`src/rtl/addroundkey_stage.sv`:
```
// AES-128 AddRoundKey stage: XORs each accepted beat with the round key and tags it with its round number.
// Latency: 1 cycle from input transfer to out_valid when empty; 1 beat/cycle sustained throughput.
// Backpressure: 2-entry (OUT + SKID) buffer; in_ready comes straight from a flop, so at most 1 beat lands after out_ready drops.
//
// Ports:
//   clk, rst_n            clock, asynchronous active-low reset
//   start                 restart round numbering at 1 (beat with start is round 1, uses mc_in)
//   in_valid / in_ready   input handshake; mc_in, sr_in, round_key sampled on transfer
//   out_valid / out_ready output handshake; out_state, out_round, out_last
// Build option: define ADDRK_ZEROIZE_EN to clear data registers whenever they become invalid.
module addroundkey_stage #(
  parameter int NR = 10
) (
  input  logic         clk,
  input  logic         rst_n,
  input  logic         start,
  input  logic         in_valid,
  output logic         in_ready,
  input  logic [127:0] mc_in,
  input  logic [127:0] sr_in,
  input  logic [127:0] round_key,
  output logic         out_valid,
  input  logic         out_ready,
  output logic [127:0] out_state,
  output logic [3:0]   out_round,
  output logic         out_last
);

  localparam logic [3:0] NR4 = 4'(NR);

  logic [3:0]   rnd;
  logic         skid_valid;
  logic [127:0] skid_state;
  logic [3:0]   skid_round;
  logic         skid_last;

  logic         acc;
  logic         out_free;
  logic [3:0]   tag;
  logic         use_sr;
  logic         beat_last;
  logic [127:0] beat_state;
  logic [3:0]   rnd_nxt;

  // skid_valid is a flop, so in_ready never depends on out_ready combinationally
  assign in_ready = rst_n & ~skid_valid;
  assign acc      = in_valid & in_ready;
  // OUT can take a new value this edge: it is empty or being consumed
  assign out_free = ~out_valid | out_ready;

  // start forces round 1, which always takes the MixColumns path
  assign tag        = start ? 4'd1 : rnd;
  assign use_sr     = ~start & (rnd == NR4);
  assign beat_state = (use_sr ? sr_in : mc_in) ^ round_key;
  assign beat_last  = (tag == NR4);

  // start outranks the NR -> 1 wrap because tag already reflects it
  always_comb begin
    rnd_nxt = rnd;
    if (acc) begin
      rnd_nxt = beat_last ? 4'd1 : tag + 4'd1;
    end else if (start) begin
      rnd_nxt = 4'd1;
    end
  end

  always_ff @(posedge clk or negedge rst_n) begin
    if (!rst_n) begin
      rnd <= 4'd1;
    end else begin
      rnd <= rnd_nxt;
    end
  end

  always_ff @(posedge clk or negedge rst_n) begin
    if (!rst_n) begin
      out_valid  <= 1'b0;
      out_state  <= '0;
      out_round  <= '0;
      out_last   <= 1'b0;
      skid_valid <= 1'b0;
      skid_state <= '0;
      skid_round <= '0;
      skid_last  <= 1'b0;
    end else begin
      if (out_free) begin
        if (skid_valid) begin
          // in_ready is low here, so nothing is accepted this edge
          out_valid  <= 1'b1;
          out_state  <= skid_state;
          out_round  <= skid_round;
          out_last   <= skid_last;
          skid_valid <= 1'b0;
`ifdef ADDRK_ZEROIZE_EN
          skid_state <= '0;
          skid_round <= '0;
          skid_last  <= 1'b0;
`endif
        end else if (acc) begin
          out_valid <= 1'b1;
          out_state <= beat_state;
          out_round <= tag;
          out_last  <= beat_last;
        end else begin
          out_valid <= 1'b0;
`ifdef ADDRK_ZEROIZE_EN
          out_state <= '0;
          out_round <= '0;
          out_last  <= 1'b0;
`endif
        end
      end else if (acc) begin
        // OUT is stalled: park the beat in SKID
        skid_valid <= 1'b1;
        skid_state <= beat_state;
        skid_round <= tag;
        skid_last  <= beat_last;
      end
    end
  end

endmodule

```
`config.mk`:
```
export PLATFORM = sky130hd
export DESIGN_NAME = addroundkey_stage
export DESIGN_NICKNAME = d
export VERILOG_FILES = /design/src/rtl/addroundkey_stage.sv
export SDC_FILE = /design/constraint.sdc
export NUM_CORES = 1
export LEC_CHECK = 0
export BUFFER_PORTS_ARGS = -buffer_cell sky130_fd_sc_hd__buf_2
export CAP_MARGIN = 5
export CORE_AREA = 3 3 205 207
export DETAILED_ROUTE_END_ITERATION = 10
export DIE_AREA = 0 0 208 210
export GPL_TIMING_DRIVEN = 0
export PLACE_DENSITY = 0.66
export RECOVER_POWER = 25
export SYNTH_ARGS = -nofsm -noshare
export SYNTH_HDL_FRONTEND = slang
export SYNTH_SLANG_ARGS = --single-unit
```
`constraint.sdc`:
```
create_clock -name clk -period 1.8 [get_ports clk]
set_input_delay 0.09 -clock clk [delete_from_list [all_inputs] [get_ports clk]]
set_output_delay 0.09 -clock clk [all_outputs]
set_load 0.01 [all_outputs]
```
## Yosys cells after proc, flatten, opt, wreduce, memory -nomap -nowiden

Index checks and enable logic that the tools add are counted.

- Add/sub/neg operators: 1
- Equal/unequal tests: 2
- Mux-type cells: 14
- Bitwise operators: 9
- Reductions and logical operators: 4

Operators with widths:

| operator | count |
|---|---|
| 2-to-1 mux 128 bit | 3 |
| XOR 128 bit | 1 |
| 2-to-1 mux 4 bit | 5 |
| == test 4 bit, second input constant | 2 |
| 2-to-1 mux 1 bit | 6 |
| adder 4 x 1 -> 4 bit, second input constant | 1 |
| NOT 1 bit | 4 |
| AND reduction 2 bit | 2 |
| nonzero test 2 bit | 2 |
| AND 1 bit | 3 |
| bitwise OR 1 bit | 1 |

- Register bits: 272
- Word-level logic and storage cells: 39

## Depth between registers and ports, before layout

Gate-level depths: netlist (run 1).

- Word-level depth: 6
- Depth in mapped cells: 8

## Worst setup path before layout (run 1)

No wires, ideal clock.

- Path type: reg2reg
- Start point: reg rnd[1]
- End point: reg skid_state[30]
- Arrival: 1803 ps
- Required time: 1670 ps
- Slack: -133 ps
- Cell stages (with the launch flop): 9
- Path buffers: 3
- Period minus slack after synthesis: 1933 ps
- Cells stage by stage: dfrtp_1 > nand2b_4 > or4b_1 > clkbuf_1 > buf_6 > buf_6 > mux2i_1 > xor2_1 > o21ai_1

- Word-level cells in the longest chain between the ends: 4

RTL lines:

| element | RTL line | text |
|---|---|---|
| start: declaration | 31 | `logic [3:0] rnd;` |
| start signal: assignment | 71 | `rnd <= rnd_nxt;` |
| == test 4 bit | 53 | `assign use_sr = ~start & (rnd == NR4);` |
| AND 1 bit | 53 |  |
| 2-to-1 mux 128 bit | 54 | `assign beat_state = (use_sr ? sr_in : mc_in) ^ round_key;` |
| XOR 128 bit | 54 |  |
| end signal: assignment | 115 | `skid_state <= beat_state;` |
| end: declaration | 33 | `logic [127:0] skid_state;` |

Every way passes these cells.
A chain may end at the register's enable or synchronous reset.

## Worst setup path in the final report (run 1)

- Start point: reg rnd[1]
- End point: reg skid_state[35]

The elaborated chain is that of the path after synthesis.

==> results.sh, run 1 <==
export IMPL_multiInputGateArea_mm2=0.00651
export IMPL_start_util_pct=31.2
export IMPL_power_leakage_nw=10.4
export IMPL_layout_min_cycle_time_ns=2.23
export IMPL_path_buf_inv=2
export IMPL_ys_seq_area_share_pct=53.7
export IMPL_grt_start_max_net_pins=97
export IMPL_worstPathCellList="nand2b_4 -> or4b_4 -> buf_16 -> buf_8 -> mux2i_2 -> xor2_1 -> o21ai_1"
export IMPL_ys_warn_count=0
export IMPL_antenna_found_initial=3
export IMPL_via_per_inst=5.13
export IMPL_final_common_cell="buf_2"
export IMPL_slew_viol_final=0
export IMPL_fin_crit_sh_pct=124
export IMPL_die_h_um=210
export IMPL_r2r_end="skid_state[35]"
export IMPL_rsz0062_at_grt="yes"
export IMPL_clockBufferDepth=3
export IMPL_clock_skew_ns=0.0138
export IMPL_synth_compound_area_share_pct=18.6
export IMPL_worstPathArrival_ns=2.65
export IMPL_gr_usage_all_layers_pct=21.9
export IMPL_placed_cell_area_mm2=0.0160
export IMPL_final_cell_mix="buf_2 (526), dlygate4sd3_1 (299), dfrtp_1 (271)"
export IMPL_clock_fmax_mhz=448
export IMPL_slew_headroom_pct=43.3
export IMPL_synth_cell_types=27
export IMPL_drive_above_1_share_pct=36.5
export IMPL_io_buffer_count=523
export IMPL_power_density_mw_per_mm2=906
export IMPL_cp_end_kind="flop"
export IMPL_fill_cells=3312
export IMPL_path_clk_slew_ns=0.06
export IMPL_nets=2458
export IMPL_hold_path_class="in -> async"
export IMPL_remaining_drc_errors=0
export IMPL_synth_top_family_by_area="compound AO/OA/AOI/OAI gates"
export IMPL_synthFlopType="dfrtp_1"
export IMPL_num_rows=74
export IMPL_dp_hpwl_um=31300
export IMPL_tightest_slew_ns=0.848
export IMPL_r2r_start="rnd[1]"
export IMPL_ys_ff_latch=272
export IMPL_num_io_pins=524
export IMPL_violations="hold timing, setup timing"
export IMPL_syn2layout_area_growth_pct=70.5
export IMPL_cp_start_kind="flop"
export IMPL_clockRootBuffer="clkbuf_16"
export IMPL_cts_tree="done"
export IMPL_maxCapViolations=0
export IMPL_crit_path_top_delay_cell="or4b_4"
export IMPL_status="finished, violations left"
export IMPL_synth_adder_area_share_pct=0
export IMPL_timing_hold_violations_final=69
export IMPL_r2r_slack_ns=-0.43
export IMPL_clkSinkCount=272
export IMPL_grt_pass1_vias=13934
export IMPL_syn_inst=1190
export IMPL_num_vias=13463
export IMPL_ff_latch_area_mm2=0.00681
export IMPL_clock_latency_ns=0.56
export IMPL_worst_slack_ns=-0.431
export IMPL_synthArstFlopShare_pct=100
export IMPL_dr_pass1_iters=5
export IMPL_first_iter_violations=788
export IMPL_crit_family="simple AND/OR/NAND/NOR gates"
export IMPL_place_congestion=0.843
export IMPL_setup_viol=257
export IMPL_htreeDepth=1
export IMPL_coreArea_mm2=0.0406
export IMPL_crit_type="reg -> reg"
export IMPL_critPathMaxStageDelay_ns=0.60
export IMPL_synth_xor_area_share_pct=8.99
export IMPL_avgSynthCellArea_um2=10.6
export IMPL_wl_um=54300
export IMPL_muxShareOfSynthArea_pct=10.1
export IMPL_crit_path_max_fanout=10
export IMPL_synth_area_mm2=0.0127
export IMPL_fin_hold_ws_ns=-0.148
export IMPL_design_area_mm2=0.0216
export IMPL_required_ns=2.21
export IMPL_postRouteAntennaNets=0
export IMPL_synth_edf_count=0
export IMPL_dieArea_mm2=0.0437
export IMPL_vdd_drop_max_mv=0.663
export IMPL_yosys_area_share_simple_pct=5.22
export IMPL_route_detailed_wl_per_inst_um=20.7
export IMPL_critPathLaunch="rnd[1]"
export IMPL_power_w=0.0196
export IMPL_overflow=0
export IMPL_syn_nets=1579
export IMPL_dieWidth_um=208
export IMPL_pre_cts_ws_ns=-1.31
export IMPL_cts_buffers=29
export IMPL_grt_pass1_wl_um=76600
export IMPL_reg2reg_depth=7
-- layout make-up --
cell class | count | share of cell area (%)
buffer | 86 | 2.58
tap | 532 | 3.08
timing repair buffer | 850 | 28.3
multi-input combinational | 828 | 30.1
inverter | 2 | 0.0347
clock inverter | 11 | 0.521
clock buffer | 41 | 3.80
antenna | 4 | 0.0463
sequential | 272 | 31.5
-- kinds of logic (layout without fill, tap and decap cells) --
logic type | after synthesis | after routing
xor+xnor | 130 | 130
simple gates | 165 | 165
flops | 272 | 272
other cells | 0 | 4
compound gates | 405 | 405
mux | 128 | 128
buf+inv | 90 | 990
-- worst max path at each step --
stage,end,slack (ns),depth (start not counted)
finish,skid_state[35],-0.43,7
global route,out_state[60],-0.54,7
CTS,out_state[49],-0.41,8
detailed placement,out_state[75],-1.31,8
global placement,out_state[70],-5.18,7
floorplan,skid_state[31],-0.13,8
-- repair_timing --
action | 4_1_cts | 5_1_grt
gates resized for setup | 131 | 180
pin swaps | 137 | 95
endpoints found under the setup margin | 266 | 267
hold buffers | 277 | 25
buffers inserted | 11 | 3
gates cloned | 8 | 1
endpoints found under the hold margin | 389 | 220
-- Yosys cell counts, types with 3 or more instances --
cell,count,area [µm²]
dfrtp_1,271,6780
buf_2,3,15.0
a21oi_1,8,40.0
nand2b_1,3,18.8
clkbuf_1,74,278
nor2_1,10,37.5
xor2_1,128,1120
buf_6,11,124
mux2i_1,128,1280
nand2_1,143,537
o21ai_0,70,350
o21ai_1,196,981
a22oi_1,128,961
-- metrics by stage --
step | TNS [ns] | utilization, % | std cells
global route | -103.66 | 53.3 | 2624
CTS | -80.27 | 50.4 | 2594
global placement | -2491.72 | 39.3 | 2245
finish | -76.74 | 53.3 | 2626
floorplan | -25.99 | - | 1190
detailed placement | -301.83 | 39.5 | 2247
-- routing by layer --
metal | GRT usage (%) | vias up | part of all wire, %
met1 | 25.5 | 6533 | 36
met5 | 0 | - | 0.015
li1 | - | 5963 | -
met4 | 11.1 | 2 | 5.5
met3 | 4.55 | 208 | 7.2
met2 | 38.5 | 757 | 51
-- worst reg2reg max path, stage by stage (launching register included) --
cell and delay, ns:
dfrtp_1 0.39, nand2b_4 0.07, or4b_4 0.60, buf_16 0.22
buf_8 0.19, mux2i_2 0.25, xor2_1 0.27, o21ai_1 0.12
-- flip-flops by register name, summed over array words and instances, names as in the netlist --
| register | count |
|---|---|
| skid_last | 1 |
| out_last | 1 |
| out_valid | 1 |
| skid_valid | 1 |
| skid_state | 128 |
| out_round | 4 |
| skid_round | 4 |
| out_state | 128 |
| rnd | 4 |
-- power breakdown --
part	internal, W	switching [W]	total (W)	leakage [nW]
clock	0.00345	0.00246	0.00591	0.466
sequential	0.00764	0.000866	0.00851	3.43
combinational	0.00242	0.00275	0.00517	6.52
No activity file was read; power rests on OpenSTA's default activity.
==> inputs of run 2 (changes only) <==
--- a/config.mk
+++ b/config.mk
@@ -5,13 +5,12 @@
 export SDC_FILE = /design/constraint.sdc
 export NUM_CORES = 1
 export LEC_CHECK = 0
-export BUFFER_PORTS_ARGS = -buffer_cell sky130_fd_sc_hd__buf_2
+export BUFFER_PORTS_ARGS = -buffer_cell sky130_fd_sc_hd__clkbuf_2
 export CAP_MARGIN = 5
 export CORE_AREA = 3 3 205 207
 export DETAILED_ROUTE_END_ITERATION = 10
 export DIE_AREA = 0 0 208 210
 export GPL_TIMING_DRIVEN = 0
-export PLACE_DENSITY = 0.66
 export RECOVER_POWER = 25
 export SYNTH_ARGS = -nofsm -noshare
 export SYNTH_HDL_FRONTEND = slang
==> results.sh, run 2 (synthesis gave the netlist of run 1 again) <==
export IMPL_status="finished, violations left"
export IMPL_violations="hold timing, setup timing"
export IMPL_remaining_drc_errors=0
export IMPL_crit_path_max_fanout=6
export IMPL_routed_wl_met3_um=3170
export IMPL_rsz0062_at_grt="yes"
export IMPL_tightest_slew_ns=0.643
export IMPL_htreeDepth=1
export IMPL_place_congestion=0.832
export IMPL_worstPathArrival_ns=2.65
export IMPL_grt_start_max_net_pins=104
export IMPL_drive_above_1_share_pct=36.5
export IMPL_required_ns=2.22
export IMPL_dieArea_mm2=0.0437
export IMPL_via_per_inst=4.94
export IMPL_num_rows=74
export IMPL_reg_top3="out_state x128, skid_state x128"
export IMPL_syn2layout_area_growth_pct=71.4
export IMPL_cts_buffers=31
export IMPL_dr_pass1_iters=5
export IMPL_slew_viol_final=0
export IMPL_r2r_end="skid_state[43]"
export IMPL_gr_usage_all_layers_pct=21.5
export IMPL_path_clk_slew_ns=0.06
export IMPL_layout_min_cycle_time_ns=2.23
export IMPL_final_common_cell="clkbuf_2"
export IMPL_dieWidth_um=208
export IMPL_cp_start_kind="flop"
export IMPL_cts_tree="done"
export IMPL_io_buffer_count=523
export IMPL_grt_pass1_vias=13740
export IMPL_vdd_drop_max_mv=0.597
export IMPL_crit_type="reg -> reg"
export IMPL_fin_crit_sh_pct=124
export IMPL_overflow=0
export IMPL_num_vias=12977
export IMPL_power_leakage_nw=10.6
export IMPL_hold_path_class="in -> async"
export IMPL_first_iter_violations=679
export IMPL_start_util_pct=31.2
export IMPL_timing_hold_violations_final=224
export IMPL_intPower_w=0.0142
export IMPL_instances_no_fill=2626
export IMPL_slew_headroom_pct=57.2
export IMPL_worst_slack_ns=-0.429
export IMPL_clockPowerShare_pct=33.1
export IMPL_highest_layer="met4"
export IMPL_pre_cts_ws_ns=-1.47
export IMPL_r2r_slack_ns=-0.43
export IMPL_routed_wl_met2_um=26100
export IMPL_antenna_cells=0
export IMPL_grt_pass1_wl_um=75400
export IMPL_r2r_start="rnd[1]"
export IMPL_antenna_found_initial=0
export IMPL_fin_tns_setup_ns=-80.75
export IMPL_wl_met1_um=19700
export IMPL_clock_skew_ns=0.00854
export IMPL_postRouteAntennaNets=0
export IMPL_power_density_mw_per_mm2=934
export IMPL_dp_cells=2247
export IMPL_switching_share_pct=30.2
export IMPL_clockRootBuffer="clkbuf_16"
export IMPL_power_w=0.0203
export IMPL_fin_hold_ws_ns=-0.560
export IMPL_route_detailed_wl_per_inst_um=19.6
export IMPL_nets=2459
export IMPL_wl_um=51500
export IMPL_clkSinkCount=272
export IMPL_fill_cells=3344
export IMPL_clock_fmax_mhz=449
export IMPL_dp_hpwl_um=31400
export IMPL_p_switching_w=0.00612
export IMPL_setup_viol=257
export IMPL_clockBufferDepth=3
export IMPL_maxCapViolations=0
export IMPL_final_cell_mix="clkbuf_2 (538), dlygate4sd3_1 (301), dfrtp_1 (271)"
export IMPL_cp_end_kind="flop"
export IMPL_coreArea_mm2=0.0406
export IMPL_num_io_pins=524
export IMPL_pwr_share_comb_pct=24.9
export IMPL_reg2reg_depth=7
export IMPL_clock_latency_ns=0.56
export IMPL_seqPwrFrac_pct=41.9
export IMPL_die_h_um=210
run 2: changes by cell type in the layout (fill, tap and decap cells not counted), moves of 3 or more:
cell	previous run	this run
buf_2	526	1
clkbuf_2	14	538
o21ai_0	15	28
clkbuf_1	61	52
clkbuf_16	30	38
buf_16	13	6
o21ai_1	242	235
o21ai_2	9	3
buf_6	3	8
clkbuf_8	5	10
diode_2	4	0
buf_4	11	8
mux2i_1	53	56
run 2: cell type report:
cell class              count  area, µm²  share of cell area (%)
plain buffers              86        549                    2.53
flip-flops and latches    272       6810                    31.3
clock buffers              43        921                    4.24
multi-input cells         828       6480                    29.9
clock inverters            14        181                   0.835
repair buffers            849       6100                    28.1
inverters                   2       7.51                  0.0346
well taps                 532        666                    3.07
run 2: power by group through the flow:
stage / Combinational [W] / Sequential [W] / Clock [W]
final: 0.00505 / 0.00851 / 0.00672
after global routing: 0.00556 / 0.00868 / 0.00706
after CTS: 0.00478 / 0.00848 / 0.00683
after detailed placement: 0.00416 / 0.00858 / 0
after global placement: 0.00406 / 0.00852 / 0
after floorplan: 0.00183 / 0.00875 / 0
run 2: routing by layer:
layer | track usage [%] | up-vias
li1 | - | 5970
met4 | 9.11 | 0
met3 | 4.45 | 179
met2 | 38.1 | 581
met1 | 25.4 | 6247
met5 | 0 | -
run 2: timing repair:
| action | CTS | global route |
|---|---|---|
| hold buffers | 292 | 11 |
| setup endpoints to repair | 266 | 268 |
| gates cloned | 2 | 6 |
| resized for setup | 113 | 179 |
| setup buffers | 13 | 1 |
| hold endpoints to repair | 536 | 227 |
| pin swaps | 91 | 110 |
run 2: per-stage QoR:
| step | util (%) | instance area [µm²] |
|---|---|---|
| final | 53.6 | 21700 |
| after global routing | 53.6 | 21700 |
| after global placement | 39.3 | 16000 |
| after detailed placement | 39.5 | 16000 |
| after floorplan | - | 12700 |
| after CTS | 50.8 | 20600 |
run 2: how the worst max path moves through the flow:
stage	startpoint	endpoint	slack [ns]	cells after the start
final	rnd[1]	skid_state[43]	-0.43	7
after global routing	rnd[1]	skid_state[106]	-0.51	7
after CTS	rnd[1]	skid_state[54]	-0.46	8
after detailed placement	rst_n	skid_state[58]	-1.47	9
after global placement	rst_n	out_state[56]	-5.88	7
after floorplan	rnd[1]	skid_state[31]	-0.13	8
run 2: critical path, cell delays in order, from the launching register on:
cell	delay, ns
dfrtp_1	0.39
nand2b_4	0.06
or4b_4	0.62
clkbuf_16	0.25
buf_16	0.17
mux2i_4	0.19
xor2_2	0.29
o21ai_1	0.11
